`config.mk`:
```
export PLATFORM = sky130hd
export DESIGN_NAME = alu_op_sequencer
export DESIGN_NICKNAME = d
export VERILOG_FILES = /design/src/rtl/alu_op_sequencer.sv
export SDC_FILE = /design/constraint.sdc
export NUM_CORES = 1
export LEC_CHECK = 0
export ABC_AREA = 1
export CORE_ASPECT_RATIO = 0.75
export CORE_UTILIZATION = 35
export CTS_CLUSTER_DIAMETER = 150
export DETAILED_ROUTE_END_ITERATION = 7
export PLACE_DENSITY = 0.61
export SYNTH_ARGS = -nofsm -noshare
export SYNTH_HDL_FRONTEND = slang
export SYNTH_SLANG_ARGS = --single-unit
```
`constraint.sdc`:
```
create_clock -name clk -period 3.65 [get_ports clk]
set_input_delay 0.365 -clock clk [delete_from_list [all_inputs] [get_ports clk]]
set_output_delay 0.365 -clock clk [all_outputs]
set_load 0.02 [all_outputs]
```
`src/rtl/alu_op_sequencer.sv`:
```
// ============================================================================
// Module   : alu_op_sequencer
// Summary  : Request FIFO plus a three-state issue FSM that feeds a
//            combinational ALU. The result is registered into a downstream
//            valid/ready port and into a running accumulator.
// Revision : 1.0
// ============================================================================
`default_nettype none

module alu_op_sequencer #(
  parameter int WIDTH = 4,
  parameter int SEL_W = 3,
  parameter int DEPTH = 4
) (
  input  logic             clk,
  input  logic             rst,
  input  logic             in_valid,
  output logic             in_ready,
  input  logic [SEL_W-1:0] in_sel,
  input  logic [WIDTH-1:0] in_a,
  input  logic [WIDTH-1:0] in_b,
  input  logic             in_use_acc,
  output logic [WIDTH-1:0] alu_a,
  output logic [WIDTH-1:0] alu_b,
  output logic [SEL_W-1:0] alu_sel,
  input  logic [WIDTH-1:0] alu_result,
  output logic             out_valid,
  input  logic             out_ready,
  output logic [WIDTH-1:0] out_result,
  output logic             out_illegal,
  output logic [WIDTH-1:0] acc
);

  localparam int AW = $clog2(DEPTH);
  localparam int EW = SEL_W + 2 * WIDTH + 1;
  localparam logic [SEL_W-1:0] SEL_LAST_LEGAL = SEL_W'(4);

  localparam logic [1:0] S_IDLE = 2'd0;
  localparam logic [1:0] S_EXEC = 2'd1;
  localparam logic [1:0] S_DONE = 2'd2;

  logic [EW-1:0]    mem_q [DEPTH];
  logic [AW:0]      wr_ptr_q, rd_ptr_q;
  logic [1:0]       state_q, state_d;
  logic [WIDTH-1:0] alu_a_q, alu_b_q, out_result_q, acc_q;
  logic [SEL_W-1:0] alu_sel_q;
  logic             out_illegal_q;

  logic             fifo_empty, fifo_full, push, pop;
  logic [EW-1:0]    head;
  logic [SEL_W-1:0] head_sel;
  logic [WIDTH-1:0] head_a, head_b;
  logic             head_use_acc;

  // Pointers carry one extra wrap bit so full and empty are distinguishable.
  assign fifo_empty = (wr_ptr_q == rd_ptr_q);
  assign fifo_full  = (wr_ptr_q[AW] != rd_ptr_q[AW]) &&
                      (wr_ptr_q[AW-1:0] == rd_ptr_q[AW-1:0]);

  assign in_ready = !fifo_full;
  assign push     = in_valid && !fifo_full;
  assign pop      = (state_q == S_IDLE) && !fifo_empty;

  assign head         = mem_q[rd_ptr_q[AW-1:0]];
  assign head_sel     = head[EW-1 -: SEL_W];
  assign head_a       = head[2*WIDTH -: WIDTH];
  assign head_b       = head[WIDTH -: WIDTH];
  assign head_use_acc = head[0];

  always_comb begin
    state_d = state_q;
    case (state_q)
      S_IDLE:  if (!fifo_empty) state_d = S_EXEC;
      S_EXEC:  state_d = S_DONE;
      S_DONE:  if (out_ready) state_d = S_IDLE;
      default: state_d = S_IDLE;
    endcase
  end

  // Storage needs no reset: the pointers alone define which entries are live.
  always_ff @(posedge clk) begin
    if (push) mem_q[wr_ptr_q[AW-1:0]] <= {in_sel, in_a, in_b, in_use_acc};
  end

  always_ff @(posedge clk or posedge rst) begin
    if (rst) begin
      wr_ptr_q      <= '0;
      rd_ptr_q      <= '0;
      state_q       <= S_IDLE;
      alu_a_q       <= '0;
      alu_b_q       <= '0;
      alu_sel_q     <= '0;
      out_result_q  <= '0;
      acc_q         <= '0;
      out_illegal_q <= 1'b0;
    end else begin
      state_q <= state_d;
      if (push) wr_ptr_q <= wr_ptr_q + 1'b1;
      // ALU operands are latched on entry to EXEC and held until the next pop.
      if (pop) begin
        rd_ptr_q  <= rd_ptr_q + 1'b1;
        alu_a_q   <= head_use_acc ? acc_q : head_a;
        alu_b_q   <= head_b;
        alu_sel_q <= head_sel;
      end
      if (state_q == S_EXEC) begin
        out_result_q  <= alu_result;
        acc_q         <= alu_result;
        out_illegal_q <= (alu_sel_q > SEL_LAST_LEGAL);
      end
    end
  end

  assign alu_a       = alu_a_q;
  assign alu_b       = alu_b_q;
  assign alu_sel     = alu_sel_q;
  assign out_valid   = (state_q == S_DONE);
  assign out_result  = out_result_q;
  assign out_illegal = out_illegal_q;
  assign acc         = acc_q;

endmodule

`default_nettype wire

```
==> run metrics <==
run status finished, final reports clean; Max Clock Freq 418 MHz; syn_nets 315; Hold Path Class reg2reg; DR vias 2044; Cell Pwr Density 924 mW/mm^2; yosys synthesis warning count 0; RSZ-0062 raised after global routing no; Compound-Gate Fraction of Synth Area 4.23%; Synth area leaders edfxtp_1 (47%), dfrtp_1 (20%), nand2_1 (12%); Simple-Gate Fraction of Synth Area 18.9%; slowest CP cell dfrtp_1; Overall Power 3590 uW; CP startpoint rd_ptr_q[1]$_DFFE_PP0P_; critical path endpoint in_ready; Adder-Cell Fraction of Synth Area 2.05%; initial antenna violation count 0; H-Tree Depth 3; most common cell in the netlist nand2_1; Slew HR 40.3%; Via density 4.57; design area 0.00388 mm^2; CP Data Arrival Time 2030 ps; max-cap violation count 0; Initial Util 36.1%; Worst setup EP type primary output; crit-path max FO 16; clock buffer depth 2; CORE AREA 0.00845 mm^2; Post-synth EDFFs 48; Layout Skew 5.87 ps; Post-DRT Antenna Nets 0; Seq cells post-synth 72; layout cell share with drive strength beyond 1 7.67%; Buf/Inv on CP 1; DRT Pass-1 Iters 4; Setup WS pre-CTS 1610 ps; fin. max-slew vios 0; mux cell area share after synthesis 0%; CTS clk-pin slew, worst paths 60 ps; final worst setup slack 1260 ps; largest family of logic cells by synthesized area simple AND/OR/NAND/NOR gates; GRT Util Overall 14.6%; delay-heaviest family, CP flip-flops; Worst path max stage delay 650 ps; final worst path period share 65.5%; Fin Setup TNS 0 ps; vias in the first global route 1998; Clock Tree Root clkbuf_16; min cycle time layout 2390 ps; number of CTS-inserted buffers 9; hold path depth 2; Slew @ Worst Pin 894 ps; top cells by count, synth nand2_1 (100), edfxtp_1 (48), inv_1 (29); Syn Inst Count 290; grt ovf 0; largest net degree at the start of global routing 28; Synth Area in XOR/XNOR 0.862%; DRC 0; Syn-to-layout area delta 27.3%; Die Wd 110 um; Syn Area/Cell 10.5 um^2; Initial DRC Count 80; leak pwr 0.00168 uW; # fillers 797; area of the multi-input gates 795 um^2; CTS tree built; I/O pins 42; Reg area 0.00204 mm^2; R2R cell count 5; Max rail drop VDD 0.415 mV; CP Depth 3; DIE HEIGHT 82.8 um; reg2reg end mem_q[0][3]$_DFFE_PP_; Core Rows 29; diodes inserted 0; Die ar. 0.00909 mm^2; Yosys cell types 20; post-synthesis sequential area ratio 67.0%; Crit path required time 3280 ps; Port Buffers 41; Yosys top cell by area edfxtp_1; CTS Sinks 72; final WL 5890 um; RR Startpoint rd_ptr_q[1]$_DFFE_PP0P_; kind of critical path reg2out; hold_sp out_illegal$_DFFE_PP0N_; ys async rst share 33.3%; Final HPWL DP 4220 um; Syn Std Cell Area 0.00305 mm^2; Hold Fails Final Rpt 0; Wirelength per Cell 13.2 um; post-synth top area share 47.3%; first-pass GRT wire length 9680 um; clk_lat worst skew 330 ps; final setup fails 0; Top FF cell, synth edfxtp_1; Cell Chain, Critical Path xnor2_1, nand3b_1, clkdlybuf4s50_1; CTS Hold Bufs 0; post_cts resized 0; post-CTS setup buffers 0; layout net count 359; area post-placement 0.00354 mm^2; startpoint types flip-flop; gp weighted congestion 0.916; flop2flop setup slack 1770 ps
-- power breakdown --
part | internal [uW] | total [uW] | switching [uW]
Combinational | 507 | 1330 | 819
Clock | 659 | 978 | 318
Sequential | 1130 | 1280 | 152
Total | 2300 | 3590 | 1290
-- worst min-delay path, delay by kind of cell, from the launching register on --
kind,cells,cell delay (ps)
AO/OA/AOI/OAI,1,60
flip-flops,1,340
AND/OR/NAND/NOR,1,50
-- metrics by stage --
| step | instances | hold slack [ps] | util [%] |
|---|---|---|---|
| floorplan | 290 | 380 | - |
| global placement | 431 | 466 | 41.9 |
| detailed placement | 431 | 476 | 41.9 |
| CTS | 447 | 489 | 45.9 |
| global route | 447 | 517 | 45.9 |
| finish | 447 | 489 | 45.9 |
-- worst min path at each step --
stage | endpoint
floorplan | acc[0]$_DFFE_PP0N_
global placement | alu_a[2]$_DFFE_PP0P_
detailed placement | alu_a[3]$_DFFE_PP0P_
CTS | alu_a[3]$_DFFE_PP0P_
global route | out_illegal$_DFFE_PP0N_
finish | out_illegal$_DFFE_PP0N_
-- cell usage in the layout, fill, tap and decap left out, types with 2 or more instances in the layout --
| master | n |
|---|---|
| clkbuf_16 | 10 |
| o22ai_1 | 7 |
| xnor2_1 | 2 |
| nor2_1 | 20 |
| edfxtp_1 | 48 |
| clkdlybuf4s50_1 | 41 |
| inv_1 | 29 |
| nand2_2 | 2 |
| nand3_1 | 17 |
| inv_4 | 2 |
| o21ai_0 | 17 |
| ha_1 | 5 |
| dfrtp_1 | 24 |
| buf_4 | 5 |
| bufinv_16 | 2 |
| nand2_1 | 100 |
-- flip-flops by register name (all words and copies together) (netlist names) --
name / flops
acc: 4
alu_a: 4
alu_b: 4
alu_sel: 3
mem_q: 48
out_illegal: 1
rd_ptr_q: 3
state_q: 2
wr_ptr_q: 3
-- area by class of cell --
class                           count  area share [%]
Inverter                           31            3.13
Clock buffer                       12            6.90
Tap cell                          108            3.48
Clock inverter                      4            1.90
Timing Repair Buffer               46            11.5
Sequential cell                    72            52.6
Multi-Input combinational cell    174            20.5
-- cell families after synthesis --
logic type,after synthesis
xor gates and xnor gates,3
AOI/OAI and AO/OA,24
DFF,72
adders and majority gates,5
buffers and inverters,44
and+or+nand+nor,142
-- routing by layer --
metal	vias up	global-route usage (%)	routed length [um]
met4	0	6.42	140
met3	13	5.65	275
li1	1025	-	-
met2	38	22.8	2810
met1	968	18.0	2660
met5	-	0	0
Power figures use the tool's default switching activity.
